**src/rtl/fwd_ctrl_pkg.sv**
```systemverilog
// Shared definitions for the EX-stage forwarding / load-use hazard controller.
package fwd_ctrl_pkg;

  // Default register-file address width (32 architectural registers).
  localparam int DEF_REG_ADDR_W = 5;

  // Operand mux select encoding; 2'b11 is never driven.
  typedef enum logic [1:0] {
    FWD_REG   = 2'b00,  // register-file operand captured in ID/EX
    FWD_EXMEM = 2'b01,  // ALU result sitting in EX/MEM
    FWD_MEMWB = 2'b10   // writeback data sitting in MEM/WB
  } fwd_sel_e;

endpackage

```
**src/rtl/fwd_src_sel.sv**
```systemverilog
// Per-operand forwarding priority resolver. Looks at one ID source register
// and the EX/MEM shadow stages and decides where the operand must come from.
// It also flags a load in EX that produces this source (a load-use hazard).
module fwd_src_sel
  import fwd_ctrl_pkg::*;
#(
  parameter int REG_ADDR_W = DEF_REG_ADDR_W
) (
  input  logic [REG_ADDR_W-1:0] src,
  input  logic                  src_used,
  input  logic                  ex_valid,
  input  logic                  ex_regwrite,
  input  logic                  ex_memread,
  input  logic [REG_ADDR_W-1:0] ex_dst,
  input  logic                  mem_valid,
  input  logic                  mem_regwrite,
  input  logic [REG_ADDR_W-1:0] mem_dst,
  output logic [1:0]            sel,
  output logic                  load_hit
);

  logic src_live_s;
  logic ex_hit_s;
  logic mem_hit_s;

  // Register 0 is hard-wired to zero, so it never matches a producer.
  assign src_live_s = src_used & (src != {REG_ADDR_W{1'b0}});
  assign ex_hit_s   = src_live_s & ex_valid  & ex_regwrite  & (ex_dst  == src);
  assign mem_hit_s  = src_live_s & mem_valid & mem_regwrite & (mem_dst == src);

  // Youngest producer wins; a load in EX cannot forward (its data is not
  // ready yet), the controller stalls instead and retries one cycle later.
  always_comb begin
    sel      = FWD_REG;
    load_hit = ex_hit_s & ex_memread;
    if (ex_hit_s && !ex_memread) begin
      sel = FWD_EXMEM;
    end else if (mem_hit_s) begin
      sel = FWD_MEMWB;
    end else begin
      sel = FWD_REG;
    end
  end

endmodule

```
**src/rtl/fwd_ctrl.sv**
```systemverilog
// Forwarding and load-use hazard controller for the 5-stage pipeline.
// Keeps a private shadow of the destination info of instructions in EX and
// MEM, drives registered ALU operand mux selects, and raises a combinational
// one-cycle stall (with bubble insertion) on load-use hazards.
// A WB-stage writer never needs forwarding because the register file is
// write-first, so the shadow only needs to reach the MEM stage.
module fwd_ctrl
  import fwd_ctrl_pkg::*;
#(
  parameter int REG_ADDR_W = DEF_REG_ADDR_W,
  parameter int CNT_W      = 16
) (
  input  logic                  clk,
  input  logic                  reset,
  input  logic                  pipe_hold,
  input  logic                  id_valid,
  input  logic [REG_ADDR_W-1:0] id_rs,
  input  logic [REG_ADDR_W-1:0] id_rt,
  input  logic                  id_uses_rs,
  input  logic                  id_uses_rt,
  input  logic [REG_ADDR_W-1:0] id_dst,
  input  logic                  id_regwrite,
  input  logic                  id_memread,
  output logic [1:0]            fwd_a_sel,
  output logic [1:0]            fwd_b_sel,
  output logic                  stall,
  output logic [CNT_W-1:0]      stall_count
);

  // EX shadow stage
  logic                  ex_valid_r;
  logic [REG_ADDR_W-1:0] ex_dst_r;
  logic                  ex_regwrite_r;
  logic                  ex_memread_r;
  // MEM shadow stage (the load flag is not needed past EX)
  logic                  mem_valid_r;
  logic [REG_ADDR_W-1:0] mem_dst_r;
  logic                  mem_regwrite_r;

  logic [1:0]            fwd_a_sel_r;
  logic [1:0]            fwd_b_sel_r;
  logic [CNT_W-1:0]      stall_count_r;

  logic [1:0]            a_sel_s;
  logic [1:0]            b_sel_s;
  logic                  a_load_hit_s;
  logic                  b_load_hit_s;
  logic                  stall_s;
  logic                  issue_s;

  fwd_src_sel #(.REG_ADDR_W(REG_ADDR_W)) u_sel_rs (
    .src          (id_rs),
    .src_used     (id_uses_rs),
    .ex_valid     (ex_valid_r),
    .ex_regwrite  (ex_regwrite_r),
    .ex_memread   (ex_memread_r),
    .ex_dst       (ex_dst_r),
    .mem_valid    (mem_valid_r),
    .mem_regwrite (mem_regwrite_r),
    .mem_dst      (mem_dst_r),
    .sel          (a_sel_s),
    .load_hit     (a_load_hit_s)
  );

  fwd_src_sel #(.REG_ADDR_W(REG_ADDR_W)) u_sel_rt (
    .src          (id_rt),
    .src_used     (id_uses_rt),
    .ex_valid     (ex_valid_r),
    .ex_regwrite  (ex_regwrite_r),
    .ex_memread   (ex_memread_r),
    .ex_dst       (ex_dst_r),
    .mem_valid    (mem_valid_r),
    .mem_regwrite (mem_regwrite_r),
    .mem_dst      (mem_dst_r),
    .sel          (b_sel_s),
    .load_hit     (b_load_hit_s)
  );

  // Load-use hazard is visible in the same cycle; the ID instruction only
  // moves into EX when it is real and not stalled.
  assign stall_s = id_valid & (a_load_hit_s | b_load_hit_s);
  assign issue_s = id_valid & ~stall_s;

  // Shadow pipeline: EX takes the ID instruction or a bubble, MEM follows EX.
  always_ff @(posedge clk) begin
    if (reset) begin
      ex_valid_r     <= 1'b0;
      ex_dst_r       <= {REG_ADDR_W{1'b0}};
      ex_regwrite_r  <= 1'b0;
      ex_memread_r   <= 1'b0;
      mem_valid_r    <= 1'b0;
      mem_dst_r      <= {REG_ADDR_W{1'b0}};
      mem_regwrite_r <= 1'b0;
    end else if (!pipe_hold) begin
      if (issue_s) begin
        ex_valid_r    <= 1'b1;
        ex_dst_r      <= id_dst;
        ex_regwrite_r <= id_regwrite;
        ex_memread_r  <= id_memread;
      end else begin
        ex_valid_r    <= 1'b0;
        ex_dst_r      <= {REG_ADDR_W{1'b0}};
        ex_regwrite_r <= 1'b0;
        ex_memread_r  <= 1'b0;
      end
      mem_valid_r    <= ex_valid_r;
      mem_dst_r      <= ex_dst_r;
      mem_regwrite_r <= ex_regwrite_r;
    end
  end

  // Operand selects travel with the instruction into EX; bubbles get 00.
  always_ff @(posedge clk) begin
    if (reset) begin
      fwd_a_sel_r <= FWD_REG;
      fwd_b_sel_r <= FWD_REG;
    end else if (!pipe_hold) begin
      if (issue_s) begin
        fwd_a_sel_r <= a_sel_s;
        fwd_b_sel_r <= b_sel_s;
      end else begin
        fwd_a_sel_r <= FWD_REG;
        fwd_b_sel_r <= FWD_REG;
      end
    end
  end

  // Saturating count of effective (non-held) load-use stall cycles.
  always_ff @(posedge clk) begin
    if (reset) begin
      stall_count_r <= {CNT_W{1'b0}};
    end else if (!pipe_hold && stall_s && (stall_count_r != {CNT_W{1'b1}})) begin
      stall_count_r <= stall_count_r + {{(CNT_W-1){1'b0}}, 1'b1};
    end
  end

  assign fwd_a_sel   = fwd_a_sel_r;
  assign fwd_b_sel   = fwd_b_sel_r;
  assign stall       = stall_s;
  assign stall_count = stall_count_r;

endmodule
```
**config.mk**
```make
export PLATFORM = sky130hd
export DESIGN_NAME = fwd_ctrl
export DESIGN_NICKNAME = d
export VERILOG_FILES = /design/src/rtl/fwd_ctrl_pkg.sv /design/src/rtl/fwd_src_sel.sv /design/src/rtl/fwd_ctrl.sv
export SDC_FILE = /design/constraint.sdc
export NUM_CORES = 1
export LEC_CHECK = 0
export BUFFER_PORTS_ARGS = -buffer_cell sky130_fd_sc_hd__buf_2
export CORE_MARGIN = 2
export CORE_UTILIZATION = 30
export CTS_CLUSTER_SIZE = 28
export DETAILED_ROUTE_END_ITERATION = 16
export PLACE_DENSITY_LB_ADDON = 0.2
export SYNTH_ARGS = -nofsm -noshare
export SYNTH_HDL_FRONTEND = slang
export SYNTH_HIERARCHICAL = 1
export SYNTH_SLANG_ARGS = --single-unit
```
**constraint.sdc**
```tcl
create_clock -name clk -period 3.7 [get_ports clk]
set_input_delay 0.555 -clock clk [delete_from_list [all_inputs] [get_ports clk]]
set_output_delay 0.555 -clock clk [all_outputs]
set_load 0.01 [all_outputs]
```
## Word-level counts from Yosys, hierarchy flattened

Cells that the tools add are included.

- $add $sub $neg: 1
- Equal/unequal tests: 5
- Multiplexer cells: 10
- Bitwise gates (word level): 20
- Reductions and logical operators: 8

Operator list:

| kind | count |
|---|---|
| == test 5 bit | 4 |
| AND 1 bit | 18 |
| adder 16 x 1 -> 16 bit (second input constant) | 1 |
| inequality test 16 bit (second input constant) | 1 |
| 2-to-1 mux 2 bit | 6 |
| nonzero test 5 bit | 2 |
| 2-to-1 mux 5 bit | 1 |
| logical AND 1 bit | 4 |
| 2-to-1 mux 1 bit | 3 |
| logical NOT 1 bit | 2 |
| NOT 1 bit | 1 |
| bitwise OR 1 bit | 1 |

- Flip-flop bits (word level): 35
- Input port bits: 23
- Output and inout port bits: 21
- Word-level logic and storage cells: 54

## Logic depth before layout (Yosys ltp)

Gate-level depths: netlist (run 1).

- Depth in word-level cells: 11
- Gate-level depth with buffers: 9
- Depth with buffers taken out: 8

## Modules after synthesis

Netlist (run 1), hierarchy kept.

Modules (own cells, without submodules):

| module | instances | cells each | area each (µm²) | seq. area each (µm²) |
|---|---|---|---|---|
| fwd_ctrl | 1 | 165 | 1515.2 | 700.7 |
| fwd_src_sel | 2 | 24 | 173.9 | 0.0 |

## Worst setup path after synthesis (run 1)

No wires, ideal clock.

- Path kind: input to register
- Start point: input id_rt[4]
- End point: register stall_count_r[15] (netlist: stall_count[15])
- Setup time: 123 ps
- Arrival time: 2430 ps
- Data required time: 3577 ps
- Setup slack: 1147 ps
- Stages on the path: 9
- Buffers on the path: 1
- Cells stage by stage: xor2_1 -> a21oi_2 -> nand3_2 -> nor3_1 -> nor2_1 -> or4_1 -> buf_2 -> nor4b_2 -> mux2_1

- Word-level cells in the longest chain between the ends: 10
- Elaborated cells between the ends (all ways): 11
- Those cells by class: eq/ne (1); bitwise (7); reduce/logical (3)

RTL lines:

| element | line | RTL |
|---|---|---|
| start, declared | fwd_ctrl.sv:18 | `input logic [REG_ADDR_W-1:0] id_rt,` |
| nonzero test 5 bit | fwd_src_sel.sv:27 | `assign src_live_s = src_used & (src != {REG_ADDR_W{1'b0}});` |
| AND 1 bit | fwd_src_sel.sv:27 |  |
| AND 1 bit (2 in series) | fwd_src_sel.sv:28 | `assign ex_hit_s = src_live_s & ex_valid & ex_regwrite & (ex_dst == src);` |
| AND 1 bit * | fwd_src_sel.sv:28 |  |
| AND 1 bit * | fwd_src_sel.sv:35 | `load_hit = ex_hit_s & ex_memread;` |
| via b_load_hit_s | fwd_ctrl.sv:47 | `logic b_load_hit_s;` |
| bitwise OR 1 bit * | fwd_ctrl.sv:81 | `assign stall_s = id_valid & (a_load_hit_s \| b_load_hit_s);` |
| AND 1 bit * | fwd_ctrl.sv:81 |  |
| logical AND 1 bit * (2 in series) | fwd_ctrl.sv:132 | `end else if (!pipe_hold && stall_s && (stall_count_r != {CNT_W{1'b1}})) begin` |
| end signal, assigned | fwd_ctrl.sv:131 | `stall_count_r <= {CNT_W{1'b0}};` |
| end signal, assigned | fwd_ctrl.sv:133 | `stall_count_r <= stall_count_r + {{(CNT_W-1){1'b0}}, 1'b1};` |
| end, declared | fwd_ctrl.sv:42 | `logic [CNT_W-1:0] stall_count_r;` |

Mark *: on every way through the listed nets, which the timed path passes. The rest lies on a longest branch.
A chain may end at the register's enable or synchronous reset.

## Worst setup path after layout (run 1)

- Start point: input id_rs[4]
- End point: register stall_count_r[15] (netlist: stall_count[15])

- Word-level cells in the longest chain between the ends: 10
- Elaborated cells between the ends (all ways): 11
- Those cells by class: eq/ne (1); bitwise (7); reduce/logical (3)

RTL lines:

| element | line | RTL |
|---|---|---|
| start, declared | fwd_ctrl.sv:17 | `input logic [REG_ADDR_W-1:0] id_rs,` |
| nonzero test 5 bit | fwd_src_sel.sv:27 |  |
| AND 1 bit | fwd_src_sel.sv:27 |  |
| AND 1 bit (2 in series) | fwd_src_sel.sv:28 |  |
| AND 1 bit * | fwd_src_sel.sv:28 |  |
| AND 1 bit * | fwd_src_sel.sv:35 |  |
| via a_load_hit_s | fwd_ctrl.sv:46 | `logic a_load_hit_s;` |
| bitwise OR 1 bit * | fwd_ctrl.sv:81 |  |
| AND 1 bit * | fwd_ctrl.sv:81 |  |
| logical AND 1 bit * (2 in series) | fwd_ctrl.sv:132 |  |

Marked as above.

==> out/results.tsv, run 1 <==
stage	metric	value	unit
route	drc	0	
timing	clock_skew	0.00388	ns
logic_synthesis	postSynthAreaPerCell	8.75	um2
clocking	h-tree-depth	2	
placement	placed_cells	321	
global_routing	grt_usage	13.5	%
logic_synthesis	synth_area_leaders	dfxtp_1 38%, xnor2_1 7.5%, nor2_1 5.8%	
placement	preCtsSetupSlack	0.792	ns
power_and_ir_drop	p_seq_share	54.0	%
route	drt_iter0_drc	98	
clocking	clockBufferDepth	2	
global_routing	grt_max_degree	41	
final_layout	fill_cells	657	
power_and_ir_drop	p_sw	0.177	mW
timing	setup_viol	0	
logic_synthesis	ys_seq_area_share	37.6	%
placement	dpl-instance-area	0.00213	mm2
power_and_ir_drop	vdd_drop_max	0.132	mV
route	drtAntennaViolNets	0	
clocking	cts_setup_buffers	0	
power_and_ir_drop	pwr-share-clk	36.9	%
power_and_ir_drop	p_leak	0.842	nW
placement	gp_congestion	0.872	
power_and_ir_drop	p_sw_share	24.6	%
clocking	cts-root-buf	clkbuf_8	
logic_synthesis	synth-warning-count	6	
final_layout	final_core_util	37.2	%
final_layout	finalInstanceArea	0.00222	mm2
logic_synthesis	synth_cell_types	40	
timing	whs	0.502	ns
final_layout	syn2layout_area_growth	18.9	%
logic_synthesis	synth_edf_count	0	
timing	max-slew-margin-rel	50.0	%
logic_synthesis	synth_area	0.00186	mm2
placement	hpwlAfterDp	3.33	mm
global_routing	grt_pass1_vias	1524	
route	route.vias.total	1691	
power_and_ir_drop	power.total	0.720	mW
timing	post-route-period-util	70.9	%
job	cap_violations	0	
setup_path	critPathArrivalTime	2.80	ns
setup_path	endpoint_kind	flop	
setup_path	required	3.87	ns
floorplan	dieArea	0.00686	mm2
timing	slew_viol_final	0	
timing	finalHoldViolCount	0	
final_layout	antenna_cells	0	
setup_path	rr_worst_depth	7	
worst_hold_path	hold_class	input pin to flop	
logic_synthesis	synth_top_area_cell	dfxtp_1	
timing	finalCriticalPeriod	2.62	ns
floorplan	core_region_area	0.00596	mm2
timing	worst_slack	1.08	ns
logic_synthesis	synth_ff_type	dfxtp_1	
final_layout	most-common-layout-cells	43 x buf_2, 35 x dfxtp_1, 29 x nor2_1	
setup_path	cp-start-kind	input pin	
timing	worst_slew_pin_slew	0.745	ns
logic_synthesis	synthDominantCellAreaShare	37.6	%
route	post_drt_wl_per_cell	13.9	um
floorplan	io_pins	44	
power_and_ir_drop	pwr-share-comb	9.1	%
floorplan	start_util	31.3	%
global_routing	antenna_found_initial	0	
floorplan	die_w	82.8	um
clocking	ctsResizeCount	0	
worst_hold_path	hold_path_depth	3	
global_routing	gr-total-overflow	0	
setup_path	worstSetupPathType	input pin to flop	
outcome	outcome	complete, no violations	
clocking	cts_sinks	35	
final_layout	drive_gt1_share	24.0	%
clocking	cts_tree	built	
route	wl	4.57	mm
placement	placement.io_buffers	43	
floorplan	num_rows	28	
logic_synthesis	synth-seq-cells	35	
final_layout	mostFrequentLayoutCell	buf_2	
global_routing	grt_pass1_wl	7.53	mm
floorplan	die_y	82.8	um
timing	rsz0062_at_grt	no	
route	dr.pass1.iters	4	
timing	fin_setup_tns	0	ns
clocking	path_clk_slew	0.07	ns
logic_synthesis	ys_async_sr_fraction	0	%
power_and_ir_drop	powerDensity	325	mW/mm2
clocking	cts_buffers	5	
setup_path	cp_max_fo	7	
logic_synthesis	synthCells	213	
logic_synthesis	synth_nets	237	
clocking	holdBufCountCts	0	
clocking	insertion_delay	0.29	ns
route	routed_via_density	5.14	
final_layout	stdcell_count	329	
final_layout	finalNetCount	277	
power_and_ir_drop	p_int	0.542	mW
timing	clock.fmax	381	MHz
==> state kept, by name (all words and copies together), names as in the netlist <==
register	flops
fwd_b_sel	2
ex_regwrite_r	1
mem_valid_r	1
mem_dst_r	5
ex_dst_r	5
mem_regwrite_r	1
fwd_a_sel	2
ex_valid_r	1
ex_memread_r	1
stall_count	16
==> kinds of logic (layout without fill, tap and decap cells) <==
| group | Yosys count | count (layout) | share of synthesized area, % |
|---|---|---|---|
| adder cells (fa/ha/maj) | 1 | 1 | 0.671 |
| multiplexers | 12 | 12 | 6.78 |
| AO/OA/AOI/OAI | 40 | 40 | 14.8 |
| XOR/XNOR | 18 | 18 | 8.46 |
| flip-flops | 35 | 35 | 37.6 |
| AND/OR/NAND/NOR | 91 | 91 | 28.3 |
| buffers and inverters | 16 | 57 | 3.43 |
==> cells in the mapped netlist, drive strengths merged, types with 4 or more instances <==
cell    count
nor2b       6
xnor2      16
or4         5
o21ai       4
or3         5
nor2       29
nor3        7
a21oi      14
nand3       8
inv         5
clkbuf      8
mux2        5
nand2       7
dfxtp      35
nand4       9
nor4        5
mux2i       7
a22oi      11
o31ai       5
==> final timing paths <==
check / start / end / slack (ns)
worst max register to register: ex_dst_r[0] / stall_count[15] / 1.09
worst min register to register: stall_count[10] / stall_count[10] / 0.52
worst min-delay path: id_dst[0] / ex_dst_r[0] / 0.50
worst max-delay path: id_rs[4] / stall_count[15] / 1.08
==> critical path: stages <==
cell and delay (ns):
buf_2 0.13, xor2_1 0.17, a21oi_2 0.13, nand3_2 0.10
nor3_1 0.27, nor2_1 0.14, or4_1 0.67, nor4b_2 0.30
mux2_1 0.34
==> area by class of cell <==
| cell class | instances | area [um2] | share of cell area, % |
|---|---|---|---|
| Timing Repair Buffer | 44 | 223 | 10.1 |
| Clock buffer | 7 | 76.3 | 3.44 |
| Multi-Input combinational cell | 162 | 1100 | 49.6 |
| Tap cell | 75 | 93.8 | 4.23 |
| Clock inverter | 1 | 5.00 | 0.226 |
| Sequential cell | 35 | 701 | 31.6 |
| Inverter | 5 | 18.8 | 0.847 |
==> power by group through the flow <==
stage                     combinational, mW  clock, mW  sequential [mW]
after floorplan                      0.0409          0            0.395
after global placement               0.0657          0            0.397
after detailed placement             0.0659          0            0.397
after CTS                            0.0660      0.278            0.388
after global routing                 0.0727      0.296            0.389
final                                0.0658      0.265            0.389
==> routing by layer <==
layer / routed length, um / vias to the layer above / track usage (%)
met5: 0 / - / 0
li1: - / 862 / -
met1: 2430 / 793 / 19.2
met2: 1880 / 30 / 19.1
met3: 192 / 6 / 3.98
met4: 66 / 0 / 4.92
Note: power is estimated with default switching activity, not from simulation.
==> run 2, diff against run 1 <==
==> constraint.sdc (replaced) <==
create_clock -name clk -period 2.22 [get_ports clk]
set_input_delay 0.333 -clock clk [delete_from_list [all_inputs] [get_ports clk]]
set_output_delay 0.333 -clock clk [all_outputs]
set_load 0.01 [all_outputs]
==> run 2 against run 1 <==
  * Setup slack worse by 1.0 ns
  * Hold slack worse by 0.22 ns
  * Combinational power up 120%
  * Critical endpoint is now stall_count[14]
  * Largest power group unchanged
==> out/results.tsv, run 2 (synthesis results as in run 1) <==
stage	metric	value	unit	change
setup_path	cp_slowest_cell	or3_4		
timing	clock_skew	0.00618	ns	+0.00230 ns
final_layout	fill_cells	608		-7.5%
worst_hold_path	hold_class	input pin to flop		
power_and_ir_drop	powerDensity	498	mW/mm2	+53%
global_routing	grt_pass1_vias	1676		+10%
outcome	outcome	complete, no violations		
final_layout	drive_gt1_share	39.9	%	+16 points
clocking	insertion_delay	0.28	ns	about the same
final_layout	stdcell_count	361		+9.7%
setup_path	worstSetupPathType	flop to flop		
clocking	path_clk_slew	0.07	ns	about the same
route	routed_via_density	5.00		-2.8%
clocking	holdBufCountCts	0		unchanged
setup_path	cpPeakStageDelay	0.44	ns	-0.23 ns
final_layout	finalInstanceArea	0.00260	mm2	+17%
placement	placement.io_buffers	43		unchanged
placement	hpwlAfterDp	3.63	mm	+9.2%
clocking	cts_tree	built		
clocking	clockBufferDepth	2		unchanged
placement	preCtsSetupSlack	-0.231	ns	-1.02 ns
timing	finalCriticalPeriod	2.17	ns	
route	drtAntennaViolNets	0		unchanged
setup_path	endpoint_kind	flop		
job	cap_violations	0		unchanged
setup_path	cp_max_fo	7		unchanged
route	drc	0		unchanged
global_routing	antenna_found_initial	0		unchanged
clocking	h-tree-depth	2		unchanged
power_and_ir_drop	power.total	1.29	mW	+80%
floorplan	start_util	31.3	%	unchanged
timing	fin_setup_tns	0	ns	unchanged
setup_path	r2r_end	stall_count[14]		
clocking	cts_buffers	5		unchanged
final_layout	largest_register_ffs	16		unchanged
final_layout	antenna_cells	0		unchanged
setup_path	crit_buf_inv	0		-1
setup_path	crit_path_end	stall_count[14]		
global_routing	gr-total-overflow	0		unchanged
timing	max-slew-margin-rel	66.4	%	+16 points
final_layout	multi_input_comb_area	0.00122	mm2	+11%
floorplan	dieArea	0.00686	mm2	unchanged
timing	slew_viol_final	0		unchanged
floorplan	num_rows	28		unchanged
timing	clock.fmax	461	MHz	
setup_path	critPathArrivalTime	2.33	ns	-0.47 ns
setup_path	path_cells	xnor2_2, o2111ai_2, nor3_4, nor2_2, or3_4, nor4_4, mux2_1		
placement	gp_congestion	0.832		-4.6%
setup_path	cp-start-kind	flop		
final_layout	syn2layout_area_growth	39.4	%	
route	dr.pass1.iters	4		unchanged
timing	worst_slew_pin_slew	0.500	ns	-0.245 ns
timing	finalHoldViolCount	0		unchanged
setup_path	startpoint	ex_dst_r[0]		
clocking	cts_sinks	35		unchanged
power_and_ir_drop	p_leak	1.04	nW	+24%
floorplan	die_y	82.8	um	unchanged
timing	worst_slack	0.0531	ns	-1.02 ns
setup_path	cp_top_family	simple AND/OR/NAND/NOR gates		
global_routing	grt_usage	13.9	%	+0.39 points
floorplan	io_pins	44		unchanged
placement	dpl-instance-area	0.00239	mm2	+12%
final_layout	mostFrequentLayoutCell	buf_2		
floorplan	die_w	82.8	um	unchanged
worst_hold_path	hp-start	id_memread		
clocking	cts-root-buf	clkbuf_8		
timing	post-route-period-util	97.6	%	
floorplan	core_region_area	0.00596	mm2	unchanged
final_layout	most-common-layout-cells	43 x buf_2, 33 x buf_4, 31 x dfxtp_1		
global_routing	grt_max_degree	23		-44%
route	drt_iter0_drc	55		-44%
route	wl	4.79	mm	+5.0%
placement	placed_cells	352		+9.7%
setup_path	r2r_slack	0.05	ns	-1.04 ns
worst_hold_path	hold_path_depth	3		unchanged
timing	rsz0062_at_grt	yes		
final_layout	finalNetCount	309		+12%
route	post_drt_wl_per_cell	13.3	um	-4.3%
route	route.vias.total	1804		+6.7%
setup_path	path_depth	7		-2
setup_path	rr_worst_depth	7		unchanged
power_and_ir_drop	vdd_drop_max	0.312	mV	+140%
timing	setup_viol	0		unchanged
setup_path	r2r-start	ex_dst_r[0]		
setup_path	required	2.38	ns	-1.49 ns
final_layout	regArea	706	um2	+0.71%
global_routing	grt_pass1_wl	7.92	mm	+5.1%
## run 2: changes by cell type in the layout (fill, tap and decap cells not counted), moves of 4 or more
cell	delta
buf_4	+32
dfxtp_1	-4
dfxtp_2	+4
xnor2_1	-4
xnor2_2	+4
## run 2: worst min-delay path by stage
stage	endpoint
floorplan	ex_dst_r[0]
global placement	fwd_b_sel[0]
detailed placement	fwd_b_sel[1]
CTS	ex_memread_r
global route	ex_dst_r[0]
finish	ex_memread_r
## run 2: repair_timing
action / 4_1_cts / 5_1_grt
pin swaps: 1 / 7
endpoints found under the setup margin: 12 / 15
setup buffers: 0 / 1
gates resized for setup: 6 / 12
## run 2: final cells by class
class	count	area share [%]
flip-flops and latches	35	27.2
repair buffers	76	17.8
multi-input cells	162	46.8
well taps	75	3.61
clock buffers	8	3.85
inverters	5	0.723
## run 2: metal layers
| metal | routed length, um | part of all wire, % | vias up | track usage (%) |
|---|---|---|---|---|
| met2 | 2240 | 47 | 31 | 21.6 |
| met1 | 2320 | 48 | 841 | 18.5 |
| met5 | 0 | 0 | - | 0 |
| li1 | - | - | 928 | - |
| met4 | 47 | 0.98 | 0 | 4.32 |
| met3 | 190 | 4.0 | 4 | 3.88 |
## run 2: where the power goes
group          total (mW)  switching [mW]  internal (mW)
logic               0.147          0.0722         0.0746
registers           0.649          0.0115          0.637
clock network       0.498           0.215          0.283
total                1.29           0.298          0.995
## run 2: worst register-to-register path, stage by stage, from the launching register on
cell,delay (ns)
dfxtp_2,0.39
xnor2_2,0.13
o2111ai_2,0.17
nor3_4,0.22
nor2_2,0.07
or3_4,0.44
nor4_4,0.29
mux2_1,0.33
## run 2: through the flow
step	hold WS (ns)	utilization, %
2_1_floorplan	0.477	-
3_3_place_gp	0.495	40.1
3_5_place_dp	0.501	40.1
4_1_cts	0.274	42.2
5_1_grt	0.281	43.6
6_report	0.280	43.6
